$ cat config.mk
export PLATFORM = sky130hd
export DESIGN_NAME = fifo_v4
export DESIGN_NICKNAME = d
export VERILOG_FILES = /design/src/rtl/fifo_v4.sv
export SDC_FILE = /design/constraint.sdc
export NUM_CORES = 1
export LEC_CHECK = 0
export BUFFER_PORTS_ARGS = -buffer_cell sky130_fd_sc_hd__buf_2
export CORE_MARGIN = 2
export CORE_UTILIZATION = 45
export DETAILED_ROUTE_END_ITERATION = 10
export RECOVER_POWER = 50
export REMOVE_ABC_BUFFERS = 1
export SYNTH_ARGS = -nofsm -noshare
export SYNTH_HDL_FRONTEND = slang
export SYNTH_SLANG_ARGS = --single-unit
$ cat constraint.sdc
create_clock -name clk_i -period 5.09 [get_ports clk_i]
set_input_delay 0 -clock clk_i [delete_from_list [all_inputs] [get_ports clk_i]]
set_output_delay 0 -clock clk_i [all_outputs]
set_load 0.03 [all_outputs]
$ cat src/rtl/fifo_v4.sv
// fifo_v4: circular-buffer FIFO with runtime almost-full/empty thresholds,
// optional fall-through on empty, usage watermark and sticky error flags.
module fifo_v4 #(
  parameter bit          FALL_THROUGH = 1'b0,
  parameter int unsigned DATA_WIDTH   = 32,
  parameter int unsigned DEPTH        = 8,
  parameter type         dtype        = logic [DATA_WIDTH-1:0],
  parameter int unsigned ADDR_DEPTH   = (DEPTH > 1) ? $clog2(DEPTH) : 1,
  parameter int unsigned CNT_W        = $clog2(DEPTH + 1)
) (
  input  logic             clk_i,
  input  logic             rst_ni,
  input  logic             flush_i,
  input  logic             testmode_i,
  input  logic             clr_stat_i,
  input  logic [CNT_W-1:0] alm_full_th_i,
  input  logic [CNT_W-1:0] alm_empty_th_i,
  input  dtype             data_i,
  input  logic             push_i,
  input  logic             pop_i,
  output dtype             data_o,
  output logic             full_o,
  output logic             empty_o,
  output logic             alm_full_o,
  output logic             alm_empty_o,
  output logic [CNT_W-1:0] usage_o,
  output logic [CNT_W-1:0] max_usage_o,
  output logic             overflow_o,
  output logic             underflow_o
);

  if (DEPTH < 1 || DEPTH > 65536) begin : g_depth_check
    $error("fifo_v4: DEPTH must lie in 1..65536");
  end

  localparam logic [CNT_W-1:0]      DEPTH_CNT = CNT_W'(DEPTH);
  localparam logic [ADDR_DEPTH-1:0] LAST_PTR  = ADDR_DEPTH'(DEPTH - 1);

  dtype                  mem [DEPTH];
  logic [ADDR_DEPTH-1:0] rd_ptr;
  logic [ADDR_DEPTH-1:0] wr_ptr;
  logic [CNT_W-1:0]      usage;
  logic [CNT_W-1:0]      usage_nxt;
  logic [CNT_W-1:0]      max_usage;
  logic                  overflow;
  logic                  underflow;
  logic                  is_zero;
  logic                  bypass;
  logic                  wr_en;
  logic                  rd_en;
  logic                  ovf_evt;
  logic                  unf_evt;

  // Test mode has no functional effect.
  logic unused_testmode;
  assign unused_testmode = testmode_i;

  // Status flags, handshake qualification and next usage value.
  always_comb begin
    is_zero = (usage == '0);
    full_o  = (usage == DEPTH_CNT);
    // With fall-through, an empty FIFO reports data as soon as a push arrives.
    empty_o = (FALL_THROUGH && is_zero) ? !push_i : is_zero;
    bypass  = FALL_THROUGH && is_zero && push_i && pop_i;
    wr_en   = push_i && !full_o && !bypass && !flush_i;
    rd_en   = pop_i && !empty_o && !bypass && !flush_i;
    ovf_evt = push_i && full_o && !flush_i;
    unf_evt = pop_i && empty_o && !flush_i;
    usage_nxt = usage;
    if (flush_i)
      usage_nxt = '0;
    else if (wr_en && !rd_en)
      usage_nxt = usage + CNT_W'(1);
    else if (rd_en && !wr_en)
      usage_nxt = usage - CNT_W'(1);
  end

  // Head-of-queue data, bypassing storage when fall-through and empty.
  always_comb begin
    data_o = (FALL_THROUGH && is_zero) ? data_i : mem[rd_ptr];
  end

  // Payload storage; deliberately not reset.
  always_ff @(posedge clk_i) begin
    if (rst_ni && wr_en)
      mem[wr_ptr] <= data_i;
  end

  // Pointers, occupancy counter, watermark and sticky error flags.
  always_ff @(posedge clk_i) begin
    if (!rst_ni) begin
      rd_ptr    <= '0;
      wr_ptr    <= '0;
      usage     <= '0;
      max_usage <= '0;
      overflow  <= 1'b0;
      underflow <= 1'b0;
    end else begin
      if (flush_i) begin
        rd_ptr <= '0;
        wr_ptr <= '0;
      end else begin
        if (wr_en)
          wr_ptr <= (wr_ptr == LAST_PTR) ? '0 : wr_ptr + ADDR_DEPTH'(1);
        if (rd_en)
          rd_ptr <= (rd_ptr == LAST_PTR) ? '0 : rd_ptr + ADDR_DEPTH'(1);
      end
      usage <= usage_nxt;
      // A clear reloads the watermark with the incoming usage, not zero.
      if (clr_stat_i || usage_nxt > max_usage)
        max_usage <= usage_nxt;
      // Error events in the same cycle as a clear win.
      if (ovf_evt)
        overflow <= 1'b1;
      else if (clr_stat_i)
        overflow <= 1'b0;
      if (unf_evt)
        underflow <= 1'b1;
      else if (clr_stat_i)
        underflow <= 1'b0;
    end
  end

  // Output mapping and threshold comparisons on the registered usage.
  always_comb begin
    usage_o     = usage;
    max_usage_o = max_usage;
    overflow_o  = overflow;
    underflow_o = underflow;
    alm_full_o  = (usage >= alm_full_th_i);
    alm_empty_o = (usage <= alm_empty_th_i);
  end

endmodule

==> results of run 1 <==
-- worst min-delay path by stage --
stage	start	endpoint	slack (ps)	cells past startpoint
after floorplan	flush_i	usage_o[3]	80	1
after global placement	data_i[21]	mem[4][21]	260	1
after detailed placement	data_i[19]	mem[3][19]	270	1
after CTS	data_i[19]	mem[7][19]	240	2
after global routing	clr_stat_i	max_usage_o[0]	310	3
final	clr_stat_i	max_usage_o[0]	320	3
-- sequential cells by signal (all words and copies together) (netlist names), named ones only --
signal       count
mem            256
max_usage_o      4
usage_o          4
rd_ptr           3
wr_ptr           3
overflow_o       1
underflow_o      1
-- kinds of logic (layout without fill, tap and decap cells) --
kind of cell / Yosys count / in the layout / synth area share
adder cells (fa/ha/maj): 18 / 18 / 0.0208
XOR/XNOR: 1 / 1 / 0.000810
flip-flops: 275 / 275 / 0.746
AO/OA/AOI/OAI: 33 / 33 / 0.0215
AND/OR/NAND/NOR: 60 / 60 / 0.0289
multiplexers: 98 / 98 / 0.168
buffers and inverters: 37 / 204 / 0.0138
-- stage by stage --
step | std cells | instance area (um2)
detailed placement | 922 | 11700
floorplan | 503 | 10700
CTS | 1008 | 13000
global route | 1008 | 12900
global placement | 922 | 11700
finish | 1008 | 12900
-- timing repair --
item / 4_1_cts / 5_1_grt
gates resized for setup: 0 / 0
hold buffers: 38 / 0
endpoints found under the hold margin: 275 / 0
-- layout make-up --
type	instances	area, um2
well taps	319	399
clock buffers	33	741
repair buffers	138	846
fillers	1894	10600
inverters	18	67.6
flip-flops and latches	275	8070
clock inverters	15	125
multi-input cells	210	2640
-- per-layer routing --
layer  share of wire  vias to the layer above  GRT usage
li1                -                     2440          -
met1            0.43                     2792      0.217
met2            0.52                      115      0.296
met3           0.036                       23     0.0247
met4           0.014                        0     0.0351
met5               0                        -          0
-- critical path, stage by stage (launching register included) --
cell and delay [ps]:
dfxtp_1 510, inv_1 90, ha_1 250, nand3b_1 220, inv_1 120, nor2_1 330, o21ai_0 150, a311o_2 430
inv_1 70, ha_1 220, nor2b_1 130, o211ai_1 160, a21oi_1 170, o21ai_0 450, o32ai_2 150, dlygate4sd3_1 580
-- power by group --
part           switching [uW]  internal, uW  total (uW)
logic                     128          87.2         215
registers                11.8          2480        2490
clock network             797          1130        1930
total                     937          3700        4640
-- placed cells by master, fill, tap and decap left out, types with 16 or more instances in the layout --
cell type	netlist	final
ha_1	18	18
mux2_2	32	32
clkbuf_1	10	50
clkbuf_16	0	29
edfxtp_1	256	256
buf_2	8	45
dfxtp_1	19	16
mux4_2	64	64
inv_1	17	17
dlygate4sd3_1	0	38
==> metrics.txt, run 1 <==
worst r2r src usage_o[1]; first-pass GRT wire length approximately 33 mm; gr ovfl total 0; Slew @ Worst Pin between 1500 and 2000 ps; top cell type's share of synthesized area 0.711; reg2reg end max_usage_o[1]; IO Port Bufs slightly above 90; vias in the first global route about 5,800; clock buffer depth 3; worst slack, placed 1530 ps; largest cells by area after synthesis edfxtp_1, mux4_2, dfxtp_1, mux2_2, ha_1; initial drt markers about 300; Synth Instances between 500 and 600; Post-Syn Area roughly 11,000 um2; DR pass1 iterations 4; Layout Utilization 0.548; Final ANT Viol Nets 0; Ports between 90 and 100; peak fanout along the critical path 9; area leader, netlist edfxtp_1; clk_lat worst skew roughly 530 ps; Via density around 5.3; outcome finished with violations; Post-synth ARST share 0; Worst Setup Start Kind flop; top post-synthesis cells by count edfxtp_1, mux4_2, mux2_2; CTS Root Cell clkbuf_16; Max Cap Viol 2; fin crit period around 4100 ps; Final setup viols 0; vias around 5,400; CP endpoint max_usage_o[1]; number of cells on the worst reg-to-reg path 15; layout cells sized above 1 0.293; die area ~25,000 um2; worst hold margin 319 ps; Clk pin slew, worst setup/hold paths about 60 ps; fmax approximately 240 MHz; Area Growth Syn to Fin 19.2%; total chip power between 4000 and 5000 uW; synthesis-stage register bit count approximately 280; failing checks max-capacitance violations, max-slew violations; TritonCTS clock tree built; worst hold path type input pin to flop; Fin. Hold Viols 0; Tot GR Track Use 0.166; row count 56; initial antenna violation count 0; ANT cells 0; RSZ-0062 raised after global routing no; r2r setup slk between 900 and 1000 ps; cts bufs inserted 28; Main synth FF type edfxtp_1; core area roughly 24,000 um2; Die Span X roughly 160 um; Final #Nets approximately 740; post-DP HPWL ~12 mm; Final Max Slew Viols 64; Die Y 159 um; sequential-to-total area share from yosys stat 0.746; Critical Path Source usage_o[1]; final wirelength a little over 20 mm; Mapped Avg Cell Area a little over 20 um2; largest net degree at the start of global routing 65; fin crit share 0.811; Cell Pwr Density ~360 nW/um2; Ys Warns 0; Peak VDD IR approximately 0.00022 V; slew margin rel. -0.173; Final GP Congestion between 0.7 and 0.8; Setup Buffers After CTS 0; setup tns final 0 ps; Residual DRC 0; most common cell in the netlist edfxtp_1; Post-synth EDFFs 256; arrival time at the worst endpoint 4540 ps; routed len/inst 20.6 um; Worst Skew 9.25 ps; WP data required between 5000 and 6000 ps; Netlist cell types 42; critical path class flop to flop; H-tree lvl count 1; Leak approximately 0.0042 uW; final worst slack about 960 ps; CP endpoint kind flop; CTS sink count roughly 280; Initial Util 0.460
Note: power is estimated with default switching activity, not from simulation.
==> inputs of run 2 (changes only) <==
Settings changed: ABC_AREA from default to 1.
Clock period 5.09 ns to 4.1 ns, I/O delays scaled along.
==> run 2 against run 1 <==
Via count increased by 36%. Cell count increased by 37%. Critical path type unchanged. Wire length rose by 15%. Sequential power grew 25%. The flow now finishes without violations. Critical path depth grew 4. Synthesized cell count grew 74%. Worst hold slack got worse by 17 ps. Critical endpoint unchanged. Fmax grew 10%. Highest routed layer unchanged.
==> metrics.txt, run 2 <==
top cell type's share of synthesized area 0.688; post-DP HPWL 13.1 mm; clock buffer depth 3; most frequent cells in the layout edfxtp_1, nor2_1, nand2_1, o21ai_0, o32ai_1; worst hold margin around 300 ps; slowest cell on the critical path dlygate4sd3_1; fin crit share 0.915; Crit path largest cell delay roughly 550 ps; design area around 13,000 um2; Leak roughly 0.0047 uW; Cell Pwr Density ~450 nW/um2; CP endpoint kind flop; number of cells on the worst reg-to-reg path 19; Die Y about 160 um; most common cell after layout, fill and taps aside edfxtp_1; Main synth FF type edfxtp_1; CP cell instances inv_1, ha_1, nand2_2, nor2_2, nor2_4, nand2_2, nor2_1, nor2_1, nand3_1, inv_1, ha_1, a21oi_1, o21ai_0, nand2_1, nand3_1, nand2_1, dlygate4sd3_1, a21oi_1, dlygate4sd3_1; DR pass1 iterations 5; top post-synthesis cells by count edfxtp_1, nor2_1, nand2_1; Fin. Hold Viols 0; Critical Path Stages 19; initial drt markers between 400 and 500; Final #Nets roughly 1,100; worst slack, placed roughly 1200 ps; Post-Syn Area between 10,000 and 15,000 um2; RSZ-0062 raised after global routing no; Die Span X between 150 and 200 um; CP endpoint max_usage_o[1]; row count 57; clk_lat worst skew around 540 ps; Final GP Congestion 0.785; fmax approximately 270 MHz; H-tree lvl count 1; IO Port Bufs ~90; fin crit period between 3000 and 4000 ps; Layout Utilization 0.546; Area Growth Syn to Fin 18.9%; sequential-to-total area share from yosys stat 0.722; Final Max Slew Viols 0; Via density between 5 and 6; Clk pin slew, worst setup/hold paths roughly 60 ps; critical path class flop to flop; cts bufs inserted 29; r2r setup slk ~350 ps; outcome finished clean; worst path bufs/invs 4; register area 8080 um2; layout cells sized above 1 0.120; ANT cells 0; Setup Buffers After CTS 0; Max Cap Viol 0; die area roughly 26,000 um2; first-pass GRT wire length ~38 mm; vias 7,286; reg2reg end max_usage_o[1]; TritonCTS clock tree built; Critical Path Source usage_o[0]; # fillers 2,060; arrival time at the worst endpoint roughly 4200 ps; Worst Setup Start Kind flop; largest cells by area after synthesis edfxtp_1, nor2_1, o32ai_1, nand2_1, dfxtp_1; largest net degree at the start of global routing 96; final wirelength 23.7 mm; CTS Root Cell clkbuf_16; gr ovfl total 0; CTS sink count 275; Top delay family on crit path buffers and inverters; Largest register FFs about 260; WP data required approximately 4500 ps; slew margin rel. 0.139; Final setup viols 0; final worst slack 347 ps; core area between 20,000 and 25,000 um2; Placed Instances ~1,300; placed instance area between 10,000 and 15,000 um2; Mapped Avg Cell Area roughly 12 um2; worst hold path type input pin to flop; routed len/inst 17.1 um; Ports between 90 and 100; Ys Warns 0; Peak VDD IR between 0.0003 and 0.0004 V; worst r2r src usage_o[0]; Post-synth EDFFs 256; footprint of the multi-input gates approximately 2800 um2; Netlist cell types 29; initial antenna violation count 0; Initial Util 0.460; most common cell in the netlist edfxtp_1; synthesis-stage register bit count around 280; Synth Instances 907; Post-synth ARST share 0; post_cts resized 0; Tot GR Track Use 0.184; vias in the first global route slightly above 7,000; peak fanout along the critical path 6; Slew @ Worst Pin ~1300 ps; Residual DRC 0; area leader, netlist edfxtp_1; Non-Filler Instances 1,385; Final ANT Viol Nets 0; Biggest register mem; Worst Skew roughly 13 ps
[run 2: logic make-up after synthesis]
kind of cell | share of synthesized area
AOI/OAI and AO/OA | 0.0916
and+or+nand+nor | 0.134
adders and majority gates | 0.0202
DFF | 0.722
buffers and inverters | 0.0319
[run 2: area by class of cell]
| type | instances | share of cell area |
|---|---|---|
| timing repair buffer | 150 | 0.0727 |
| clock inverter | 20 | 0.0134 |
| sequential | 275 | 0.608 |
| tap | 324 | 0.0305 |
| clock buffer | 33 | 0.0558 |
| multi-input combinational | 549 | 0.210 |
| inverter | 34 | 0.00980 |
[run 2: how the worst min path moves through the flow]
stage                     startpoint              to  cells past startpoint
after floorplan            data_i[0]       mem[0][0]                      0
after global routing          rst_ni  max_usage_o[2]                      4
after global placement    data_i[21]      mem[0][21]                      1
after CTS                 data_i[15]      mem[2][15]                      2
after detailed placement  data_i[15]      mem[7][15]                      1
final                         rst_ni  max_usage_o[3]                      4
[run 2: worst reg2reg max path, stage by stage, from the launching register on]
cell and delay [ps]:
dfxtp_1 420, inv_1 140, ha_1 270, nand2_2 120, nor2_2 70, nor2_4 180, nand2_2 110, nor2_1 120
nor2_1 50, nand3_1 120, inv_1 60, ha_1 300, a21oi_1 150, o21ai_0 100, nand2_1 160, nand3_1 100
nand2_1 70, dlygate4sd3_1 550, a21oi_1 40, dlygate4sd3_1 550
[run 2: per-stage QoR]
step,TNS [ps],power (uW)
final,0,5960
after floorplan,-30140,3360
after detailed placement,0,3480
after global placement,0,3470
after global routing,0,6160
after CTS,0,6020
[run 2: per-layer routing]
| metal | track usage | wire length, um | vias to the layer above |
|---|---|---|---|
| met5 | 0 | 0 | - |
| met4 | 0.0402 | 397 | 0 |
| met3 | 0.0282 | 1170 | 29 |
| met2 | 0.314 | 11500 | 176 |
| met1 | 0.249 | 10700 | 3547 |
| li1 | - | - | 3534 |
[run 2: what timing repair did]
item,4_1_cts,5_1_grt
setup endpoints to repair,0,0
hold buffers,40,0
endpoints found under the hold margin,275,0
[run 2: where the power goes]
group          total, uW  switching [uW]  internal [uW]
logic                336             220            117
clock network       2520            1040           1480
registers           3110            15.5           3090
==> inputs of run 3 (changes only) <==
Settings changed: HOLD_SLACK_MARGIN from default to 0.05, RECOVER_POWER 50 to default.
==> run 3 against run 2 <==
Worst hold slack got worse by 42 ps. Sequential power about the same. Non-clock buffer count unchanged. Combinational power increased by 3%. Clock skew increased by 1.4 ps. Wire length increased by 0.19%. Flip-flop and latch count unchanged. Core utilization increased by 0.31 points. Cell count unchanged. Fmax decreased by 0.86%. Setup slack got worse by 32 ps. Power increased by 0.22%. Critical path type unchanged. Critical endpoint unchanged. Largest power group unchanged. Highest routed layer unchanged.
==> metrics.txt, run 3 (synthesis gave the netlist of run 2 again) <==
outcome finished clean; Clk pin slew, worst setup/hold paths 60 ps; initial antenna violation count 0; first-pass GRT wire length around 38 mm; clock buffer depth 3; gr ovfl total 0; CP endpoint kind flop; vias approximately 7,200; most frequent cells in the layout edfxtp_1, nor2_1, nand2_1, buf_2, o21ai_0; layout cells sized above 1 0.167; Die Y roughly 160 um; Tot GR Track Use 0.184; Slew @ Worst Pin between 1000 and 1500 ps; Leak about 0.005 uW; Largest register FFs approximately 260; row count 57; Worst Setup Start Kind flop; WP data required between 4000 and 5000 ps; post-DP HPWL 13.1 mm; final wirelength about 24 mm; vias in the first global route between 7,000 and 8,000; Initial Util 0.460; largest net degree at the start of global routing 96; # fillers roughly 2,000; die area approximately 26,000 um2; Via density approximately 5.2; Residual DRC 0; RSZ-0062 raised after global routing no; Final #Nets ~1,100; fin crit period approximately 3800 ps; DR pass1 iterations 5; Final setup viols 0; design area about 13,000 um2; Die Span X 162 um; Final GP Congestion between 0.7 and 0.8; Biggest register mem; Ports 93; total chip power approximately 6000 uW; ANT cells 0; Worst Skew between 10 and 15 ps; placed instance area 12,000 um2; TritonCTS clock tree built; Final ANT Viol Nets 0; Max Cap Viol 0; H-tree lvl count 1; routed len/inst 17.2 um; core area 24,300 um2; Cell Pwr Density ~450 nW/um2; initial drt markers about 450; cts bufs inserted 29; worst hold path type input pin to flop; peak fanout along the critical path 6; CTS sink count roughly 280; fin crit share 0.923; fmax ~260 MHz; arrival time at the worst endpoint around 4200 ps; IO Port Bufs between 90 and 100; most common cell after layout, fill and taps aside edfxtp_1; Placed Instances 1,292; Non-Filler Instances 1,385; clk_lat worst skew around 540 ps; hold buffers post-CTS 40; CTS Root Cell clkbuf_16; Fin. Hold Viols 0; Final Max Slew Viols 0; critical path class flop to flop; post_cts resized 0; Peak VDD IR between 0.0003 and 0.0004 V; Area Growth Syn to Fin 19.5%; slew margin rel. 0.308; Setup Buffers After CTS 0
-- run 3: worst max-delay path, cell delays in order, from the launching register on --
cell and delay (ps):
dfxtp_1 410, inv_1 130, ha_1 290, nand2_2 130
nor2_2 70, nor2_4 180, nand2_2 110, nor2_1 120
nor2_1 50, nand3_1 120, inv_1 60, ha_1 300
a21oi_1 150, o21ai_0 100, nand2_1 160, nand3_1 90
nand2_1 60, dlygate4sd3_1 550, a21oi_1 40, dlygate4sd3_1 550
-- run 3: final timing paths --
kind | start | endpoint | slack [ps] | cells past startpoint
worst max-delay path | usage_o[0] | max_usage_o[1] | 310 | 19
worst max register to register | usage_o[0] | max_usage_o[1] | 310 | 19
worst min register to register | overflow_o | overflow_o | 460 | 2
worst min-delay path | data_i[15] | mem[2][15] | 260 | 2
-- run 3: area by class of cell --
class                      instances  area, um2  area share
inverter                          34        130     0.00974
clock buffer                      33        741      0.0554
timing repair buffer             150       1020      0.0766
sequential                       275       8080       0.605
clock inverter                    20        178      0.0133
tap                              324        405      0.0303
multi-input combinational        549       2810       0.210
-- run 3: power breakdown --
group / internal (uW) / leakage [uW] / switching, uW / total (uW)
clock: 1480 / 0.000454 / 1040 / 2520
sequential: 3090 / 0.00246 / 15.6 / 3110
combinational: 126 / 0.00197 / 221 / 346
-- run 3: layer usage --
metal | track usage | part of all wire | vias up
met5 | 0 | 0 | -
met4 | 0.0402 | 0.017 | 0
met3 | 0.0282 | 0.048 | 29
met2 | 0.314 | 0.48 | 162
met1 | 0.249 | 0.45 | 3525
li1 | - | - | 3531
-- run 3: through the flow --
| stage | utilization | hold slack (ps) | worst slack [ps] | TNS (ps) |
|---|---|---|---|---|
| final | 0.549 | 260 | 314 | 0 |
| after global routing | 0.549 | 273 | 7.54 | 0 |
| after CTS | 0.549 | 250 | 329 | 0 |
| after detailed placement | 0.495 | 268 | 1200 | 0 |
| after global placement | 0.495 | 273 | 1260 | 0 |
| after floorplan | - | 98.9 | -900 | -30140 |
